<file path="src/rtl/elevator_call_scheduler.sv">
// Elevator call scheduler: pending-call mask, SCAN target selection, arrival detection, door dwell.
// Optional feature macro ELEVATOR_DOOR_DWELL_EN: DWELL lasts DWELL_CYCLES cycles (otherwise 1 cycle).
module elevator_call_scheduler #(
    parameter int unsigned NUM_FLOORS   = 10,
    parameter logic [31:0] DWELL_CYCLES = 32'd5000000
) (
    input  logic                  clk,
    input  logic                  rst_n,
    input  logic [NUM_FLOORS-1:0] call_req,
    input  logic [3:0]            current_floor,
    input  logic                  car_idle,
    output logic [3:0]            target_floor,
    output logic                  busy,
    output logic                  door_open,
    output logic                  dir_up,
    output logic [NUM_FLOORS-1:0] pending
);
    localparam int unsigned FW = 4;

    typedef enum logic [1:0] {IDLE, SERVE, DWELL} state_t;

    state_t                state, state_next;
    logic [NUM_FLOORS-1:0] pending_next, cur_hot;
    logic [FW-1:0]         target_next, up_floor, dn_floor;
    logic                  dir_next, busy_next, door_next;
    logic                  up_found, dn_found, cur_valid;

`ifdef ELEVATOR_DOOR_DWELL_EN
    logic [31:0] dwell_cnt, dwell_cnt_next;

    always_ff @(posedge clk or negedge rst_n) begin
        if (!rst_n) dwell_cnt <= 32'd0;
        else        dwell_cnt <= dwell_cnt_next;
    end
`else
    // Single-cycle dwell: no counter; DWELL_CYCLES is referenced only by this empty scope.
    if (DWELL_CYCLES != 32'd0) begin : g_no_dwell_counter
    end
`endif

    always_ff @(posedge clk or negedge rst_n) begin
        if (!rst_n) begin
            state        <= IDLE;
            pending      <= '0;
            target_floor <= '0;
            dir_up       <= 1'b1;
            busy         <= 1'b0;
            door_open    <= 1'b0;
        end else begin
            state        <= state_next;
            pending      <= pending_next;
            target_floor <= target_next;
            dir_up       <= dir_next;
            busy         <= busy_next;
            door_open    <= door_next;
        end
    end

    // Priority scans: nearest pending floor above and below the car, plus one-hot of the car floor.
    always_comb begin
        up_found  = 1'b0;
        up_floor  = '0;
        dn_found  = 1'b0;
        dn_floor  = '0;
        cur_hot   = '0;
        cur_valid = (32'(current_floor) < NUM_FLOORS);
        for (int f = NUM_FLOORS - 1; f >= 0; f--) begin
            if (pending[f] && (FW'(f) > current_floor)) begin
                up_found = 1'b1;
                up_floor = FW'(f);
            end
        end
        for (int f = 0; f < NUM_FLOORS; f++) begin
            if (pending[f] && (FW'(f) < current_floor)) begin
                dn_found = 1'b1;
                dn_floor = FW'(f);
            end
            cur_hot[f] = (FW'(f) == current_floor);
        end
    end

    always_comb begin
        state_next   = state;
        pending_next = pending | call_req;
        target_next  = target_floor;
        dir_next     = dir_up;
`ifdef ELEVATOR_DOOR_DWELL_EN
        dwell_cnt_next = dwell_cnt;
`endif
        if (!cur_valid) begin
            state_next = IDLE;
        end else begin
            case (state)
                IDLE: begin
                    target_next = current_floor;
                    if (|(pending & cur_hot)) begin
                        pending_next = (pending & ~cur_hot) | call_req;
                        state_next   = DWELL;
`ifdef ELEVATOR_DOOR_DWELL_EN
                        dwell_cnt_next = 32'd0;
`endif
                    end else if (|pending) begin
                        state_next = SERVE;
                        if (dir_up) begin
                            if (up_found) target_next = up_floor;
                            else begin
                                target_next = dn_floor;
                                dir_next    = 1'b0;
                            end
                        end else begin
                            if (dn_found) target_next = dn_floor;
                            else begin
                                target_next = up_floor;
                                dir_next    = 1'b1;
                            end
                        end
                    end
                end
                SERVE: begin
                    // Arrival wins over pickup; pickup only retargets to floors between car and target.
                    if ((current_floor == target_floor) && car_idle) begin
                        pending_next = (pending & ~cur_hot) | call_req;
                        state_next   = DWELL;
`ifdef ELEVATOR_DOOR_DWELL_EN
                        dwell_cnt_next = 32'd0;
`endif
                    end else if (dir_up && up_found && (up_floor < target_floor)) begin
                        target_next = up_floor;
                    end else if (!dir_up && dn_found && (dn_floor > target_floor)) begin
                        target_next = dn_floor;
                    end
                end
                DWELL: begin
                    target_next  = current_floor;
                    pending_next = (pending | call_req) & ~cur_hot;
`ifdef ELEVATOR_DOOR_DWELL_EN
                    if (|(call_req & cur_hot)) begin
                        dwell_cnt_next = 32'd0;
                    end else if (dwell_cnt == (DWELL_CYCLES - 32'd1)) begin
                        dwell_cnt_next = 32'd0;
                        state_next     = IDLE;
                    end else begin
                        dwell_cnt_next = dwell_cnt + 32'd1;
                    end
`else
                    state_next = IDLE;
`endif
                end
                default: state_next = IDLE;
            endcase
        end
        busy_next = (state_next == SERVE);
        door_next = (state_next == DWELL);
    end
endmodule

</file>
<file path="config.mk">
export PLATFORM = sky130hd
export DESIGN_NAME = elevator_call_scheduler
export DESIGN_NICKNAME = d
export VERILOG_FILES = /design/src/rtl/elevator_call_scheduler.sv
export SDC_FILE = /design/constraint.sdc
export NUM_CORES = 1
export LEC_CHECK = 0
export CAP_MARGIN = 20
export CORE_MARGIN = 8
export CORE_UTILIZATION = 56
export CTS_BUF_LIST = sky130_fd_sc_hd__clkbuf_2 sky130_fd_sc_hd__clkbuf_4 sky130_fd_sc_hd__clkbuf_8
export CTS_CLUSTER_DIAMETER = 80
export DETAILED_ROUTE_END_ITERATION = 6
export PLACE_DENSITY_LB_ADDON = 0.25
export SLEW_MARGIN = 25
export SYNTH_ARGS = -nofsm -noshare
export SYNTH_HDL_FRONTEND = slang
export SYNTH_SLANG_ARGS = --single-unit
</file>
<file path="constraint.sdc">
create_clock -name clk -period 3.9 [get_ports clk]
set_input_delay 0.78 -clock clk [delete_from_list [all_inputs] [get_ports clk]]
set_output_delay 0.78 -clock clk [all_outputs]
set_load 0.01 [all_outputs]
</file>
==> qor.yml <==
critical_path:
  critPathLaunchType: "primary input"
  setup.worst_path.end: "target_floor[0]"
  reg2reg_to: "target_floor[0]"
  path_class: "in -> reg"
  cp_max_fo: 7
  timing.rr.start: "pending[5]"
  endpoint_kind: "flip-flop"
  worstSetupStartpoint: "current_floor[1]"
  cp.required_ps: 4070
  r2r_slack_ps: 830
  worstPathArrival_ps: 3820
  rr_worst_depth: 11
layout:
  drive_gt1_share_pct: 16.0
  area_delta_synth_final_pct: 28.1
  post-route-util_pct: 73.4
  fillers: 298
  fin_nets: 341
  n_antenna_cell: 0
  fin_cells: 360
power_and_ir_drop:
  power.leakage_nw: 1.12
  ir_worst_vdd_v: 0.000497
  power.density_nw_per_um2: 659
place:
  place_ws_ps: 27.7
  hpwl_um: 5030
  dpl.cell_count: 356
  gp_congestion: 0.980
  io_buffers: 33
synthesis:
  synthCells: 263
  synth_edf_count: 0
  synth-seq-cells: 19
  ys_seq_area_share_pct: 23.1
  async_flop_share_pct: 100
  syn_avg_cell_area_um2: 7.85
  synth_top_area_share_pct: 21.8
  yosysUniqueCellTypes: 62
  ys.flop_type: "dfrtp_1"
  syn-num-nets: 291
  yosys.area.top_type: "dfrtp_1"
  ys_top_cells_by_area: "dfrtp_1 (22%), ha_1 (6.7%), o21ai_0 (6.3%), nand2_1 (3.8%), inv_1 (3.6%)"
  synth_area_um2: 2070
  yosysWarnings: 0
floorplanning:
  num_rows: 22
  die_y_um: 76.7
  ios: 34
  dieWidth_um: 76.7
  core_um2: 3610
  initial_core_util_pct: 57.3
  design.die.area_um2: 5890
global_route:
  grt_pass1_vias: 2251
  grt_remaining_overflow: 0
  grt_usage_pct: 21.3
  grt_max_degree: 20
  antenna_found_initial: 0
  grt_pass1_wl_um: 10700
clock_tree:
  hold_buffers: 0
  post_cts_buffers: 0
  path_clk_slew_ps: 70
  clock_latency_ps: 260
  cts_tree: "done"
  cts-root-buf: "clkbuf_8"
  cts.repair.resized: 0
  cts_max_path_buffers: 2
  htreeDepth: 1
  cts_buffers: 3
  cts.sinks: 19
sta:
  rsz0062_at_grt: "false"
  relSlewSlack_pct: 44.1
  hold_viol_final: 0
  tns_ps: 0
  setup_ws_ps: 246
  drv_slew: 0
  skew_ps: 2.91
  min_period_ps: 3650
  setup_viol: 0
  clock.fmax_ghz: 0.274
  tightest_slew_ps: 837
  fin_crit_sh_pct: 93.7
routing:
  first_pass_iters: 5
  wl_per_cell_um: 17.9
  vias: 2311
  antenna_left: 0
  wl_um: 6430
  drc: 0
  drt_iter0_markers: 257
  routed_via_density: 6.42
worst_hold_path:
  hp-class: "reg -> reg"
run:
  cap_violations: 0
outcome:
  status: "finished clean"
==> cell type report <==
cell class / instances / area, um^2 / share of cell area (%)
Clock buffer: 3 / 41.3 / 1.56
Clock inverter: 1 / 5.00 / 0.189
Inverter: 20 / 75.1 / 2.84
Multi-Input combinational cell: 208 / 1440 / 54.2
Sequential cell: 19 / 477 / 18.0
Tap cell: 48 / 60.1 / 2.27
Timing Repair Buffer: 61 / 553 / 20.9
==> kinds of logic (layout without fill, tap and decap cells) <==
family          count (synthesis)  count (layout)  share of synthesized area (%)
buf+inv                        36              85                           7.45
xor+xnor                        4               4                           1.70
simple gates                   84              84                           21.8
flops                          19              19                           23.1
mux                             4               4                           2.06
fa+ha+maj                      11              11                           6.66
compound gates                105             105                           37.3
==> stage by stage <==
stage                     hold WS, ps  area, um^2  power [mW]
after detailed placement          538        2600        1.58
after floorplan                   484        2070        1.13
final                             558        2650        1.74
after global routing              602        2650        1.86
after global placement            534        2600        1.55
after CTS                         554        2650        1.73
==> cells in the mapped netlist, types with 2 or more instances <==
library cell	n
inv_1	20
a22oi_1	7
nor3b_1	2
nor4_1	2
o21ai_2	2
xor2_1	3
nand2b_1	8
nor3_1	4
o31ai_1	5
o31a_1	3
o211a_1	3
a211oi_1	3
nand4_1	2
a31oi_1	9
or2_2	4
o21ai_0	26
dfrtp_1	18
a22o_1	3
o22ai_1	4
ha_1	11
o2bb2ai_1	2
o21a_1	4
o211ai_1	3
nand3_1	6
clkbuf_1	5
a21boi_0	2
a2bb2oi_1	2
nor2_1	15
nor2b_1	8
a21oi_1	10
nand2_1	21
a221oi_1	2
mux2i_1	2
mux2_2	2
a221oi_2	3
and2_1	3
buf_2	9
==> state kept, by name (all words and copies together), names as in the netlist <==
signal        count
door_open         1
pending          10
busy              1
target_floor      4
dir_up            1
state             2
==> cells in the final DEF (no fill, tap or decap), types with 3 or more instances in the layout <==
cell and count:
clkdlybuf4s50_1 33, clkbuf_8 3, and2_1 3, o21a_1 4
nor2b_1 8, a221oi_2 3, a21oi_1 10, nor3_1 4
a211oi_1 3, o31a_1 3, ha_1 11, xor2_1 3
a22oi_1 7, buf_4 27, a31oi_1 9, nand2_1 21
o211a_1 3, o21ai_0 26, o211ai_1 3, o31ai_1 5
nor2_1 15, o22ai_1 4, or2_2 4, a22o_1 3
nand2b_1 8, inv_1 20, dfrtp_1 18, nand3_1 6
==> worst max-delay path, cell delays in order <==
cell	delay (ps)
clkdlybuf4s50_1	600
buf_4	170
nor3b_1	60
o31ai_1	350
nor3b_2	250
nor2b_1	210
ha_1	300
a221oi_2	300
and2_4	220
mux2i_1	250
a221oi_2	100
o31ai_2	240
==> layer usage <==
metal  wire length, um  up-vias  global-route usage (%)
li1                  -     1083                       -
met1              2680     1070                    26.8
met2              3060      141                    35.8
met3               579       17                    3.73
met4               115        0                    6.54
met5                 0        -                       0
==> worst min-delay path by stage <==
stage	start	to	slack, ps	cells past startpoint
global placement	target_floor[3]	target_floor[3]	530	2
finish	target_floor[3]	target_floor[3]	560	2
detailed placement	target_floor[3]	target_floor[3]	540	2
global route	target_floor[3]	target_floor[3]	600	2
floorplan	rst_n	busy	480	0
CTS	target_floor[3]	target_floor[3]	550	2
==> power by group <==
group          total, mW  internal [mW]  switching (mW)
clock              0.140         0.0711          0.0693
sequential         0.441          0.285           0.156
combinational       1.16          0.569           0.593
total               1.74          0.925           0.819
(Power assumes the default switching activity.)
==> RTL change, RTL diff (same flow settings) <==
Add a define of `ELEVATOR_DOOR_DWELL_EN`.
--- a/src/rtl/elevator_call_scheduler.sv
+++ b/src/rtl/elevator_call_scheduler.sv
@@ -1,5 +1,7 @@
 // Elevator call scheduler: pending-call mask, SCAN target selection, arrival detection, door dwell.
 // Optional feature macro ELEVATOR_DOOR_DWELL_EN: DWELL lasts DWELL_CYCLES cycles (otherwise 1 cycle).
+`define ELEVATOR_DOOR_DWELL_EN
+
 module elevator_call_scheduler #(
     parameter int unsigned NUM_FLOORS   = 10,
     parameter logic [31:0] DWELL_CYCLES = 32'd5000000
Function: changed (Yosys sat finds a counterexample within 4 cycles, from zero or initial values and one cycle with rst_n low).
==> RTL change against the unedited design <==
- die area up 77%
- power rose by 52%
- worst setup slack got worse by 0.059 ns
- sequential power rose by 81%
- largest cell class unchanged
- largest power group unchanged
- clock power up 130%
- sequential share of layout area rose by 7.8 points
- area after synthesis increased by 100%
- critical endpoint is now target_floor[3]$_DFFE_PN0P_
- cell area grew 87%
- wire length rose by 88%
- final cell count rose by 83%
- register-to-register slack worse by 0.09 ns
- sequential cell count rose by 32
==> RTL change: results (changes against the unedited design) <==
### Yosys
* **share of the synthesized area in compound gates (AO/OA/AOI/OAI)** 31.0%, -6.2 points
* **leading post-synthesis cells by cell area** sky130_fd_sc_hd__dfrtp_1 30%, sky130_fd_sc_hd__o21ai_0 7.0%, sky130_fd_sc_hd__a21oi_1 4.8%, sky130_fd_sc_hd__nand2_1 4.3%, sky130_fd_sc_hd__ha_1 3.6%
* **xor and xnor area share after synthesis** 1.06%, -0.64 points
* **leading cell types by count after synthesis** 58 x sky130_fd_sc_hd__o21ai_0, 50 x sky130_fd_sc_hd__dfrtp_1, 48 x sky130_fd_sc_hd__nand2_1

### Power and ir drop
* **power of the combinational group** 1.52 mW, +31%
* **Comb pwr share** 57.5%, -9.1 points
* **Lkg Pwr** 2.01 nW, +79%
* **worst-case vdd ir drop** 0.000257 V, -48%

### Finish
* **multi-input gate share of total cell area** 53.2%, -1.1 points
* **Register Area** 0.00128 mm^2, +170%
* **largest registers** dwell_cnt: 32 flops, pending: 10 flops, target_floor: 4 flops
* **fill cell total of the finished layout** 620, +110%
* **ratio of cells with drive above 1 in the final layout** 16.8%, +0.73 points
* **proportion of final cell area spent on non-clock buffers** 14.8%, -6.1 points
* **count of multi-input combinational gates** 391, +88%

### Clocking
* **clock latency on the worst-skew pair** 0.31 ns, +0.05 ns
* **clock transition time at the flip-flop clock pins of the worst setup and hold paths** 0.10 ns, +0.03 ns
* **clk sink count** 51, +32
* **H-tree levels** 2, +1

### Setup path
* **Critical Path Fanout Max** 9, +2
* **Worst EP arrival** 3.90 ns, +0.08 ns

### Die
* **Die Outline Area** 0.0104 mm^2, +77%

### Routing
* **Vias** 4346, +88%
* **routed length per placed instance** 18.3 um, +2.5%
* **routed via count divided by cell count** 6.58, +2.6%

### Status
* **outcome** completed

### GRT
* **wire length of the first global-routing pass** 20300 um, +89%
* **vias in the first global route** 4210, +87%
* **maximum number of pins on one net before global-route repair** 30, +50%
* **Total GRT Usage** 24.2%, +2.9 points

### Placement
* **cell count after placement** 652, +83%
* **DP Wirelength** 9270 um, +84%
* **worst slack after detailed placement** -0.174 ns, -0.202 ns

### Timing
* **slew margin rel.** 49.5%, +5.5 points

[RTL change: final timing paths]
kind	startpoint	end	slack, ns	cells after the start
worst max register to register	pending[4]$_DFF_PN0_	target_floor[3]$_DFFE_PN0P_	0.74	11
worst max-delay path	current_floor[1]	target_floor[3]$_DFFE_PN0P_	0.19	13
worst min-delay path	rst_n	dwell_cnt[1]$_DFFE_PN0P_	0.42	1
max in group asynchronous	rst_n	dir_up$_DFFE_PN1P_	2.66	2
min in group clk	dwell_cnt[31]$_DFFE_PN0P_	dwell_cnt[31]$_DFFE_PN0P_	0.50	1
worst min register to register	dwell_cnt[31]$_DFFE_PN0P_	dwell_cnt[31]$_DFFE_PN0P_	0.50	1
[RTL change: layer usage]
| layer | wire, um | vias up | global-route usage [%] |
|---|---|---|---|
| li1 | - | 2020 | - |
| met1 | 4850 | 2079 | 30.3 |
| met2 | 5900 | 210 | 40.3 |
| met3 | 981 | 37 | 3.95 |
| met4 | 350 | 0 | 10.0 |
| met5 | 0 | - | 0 |
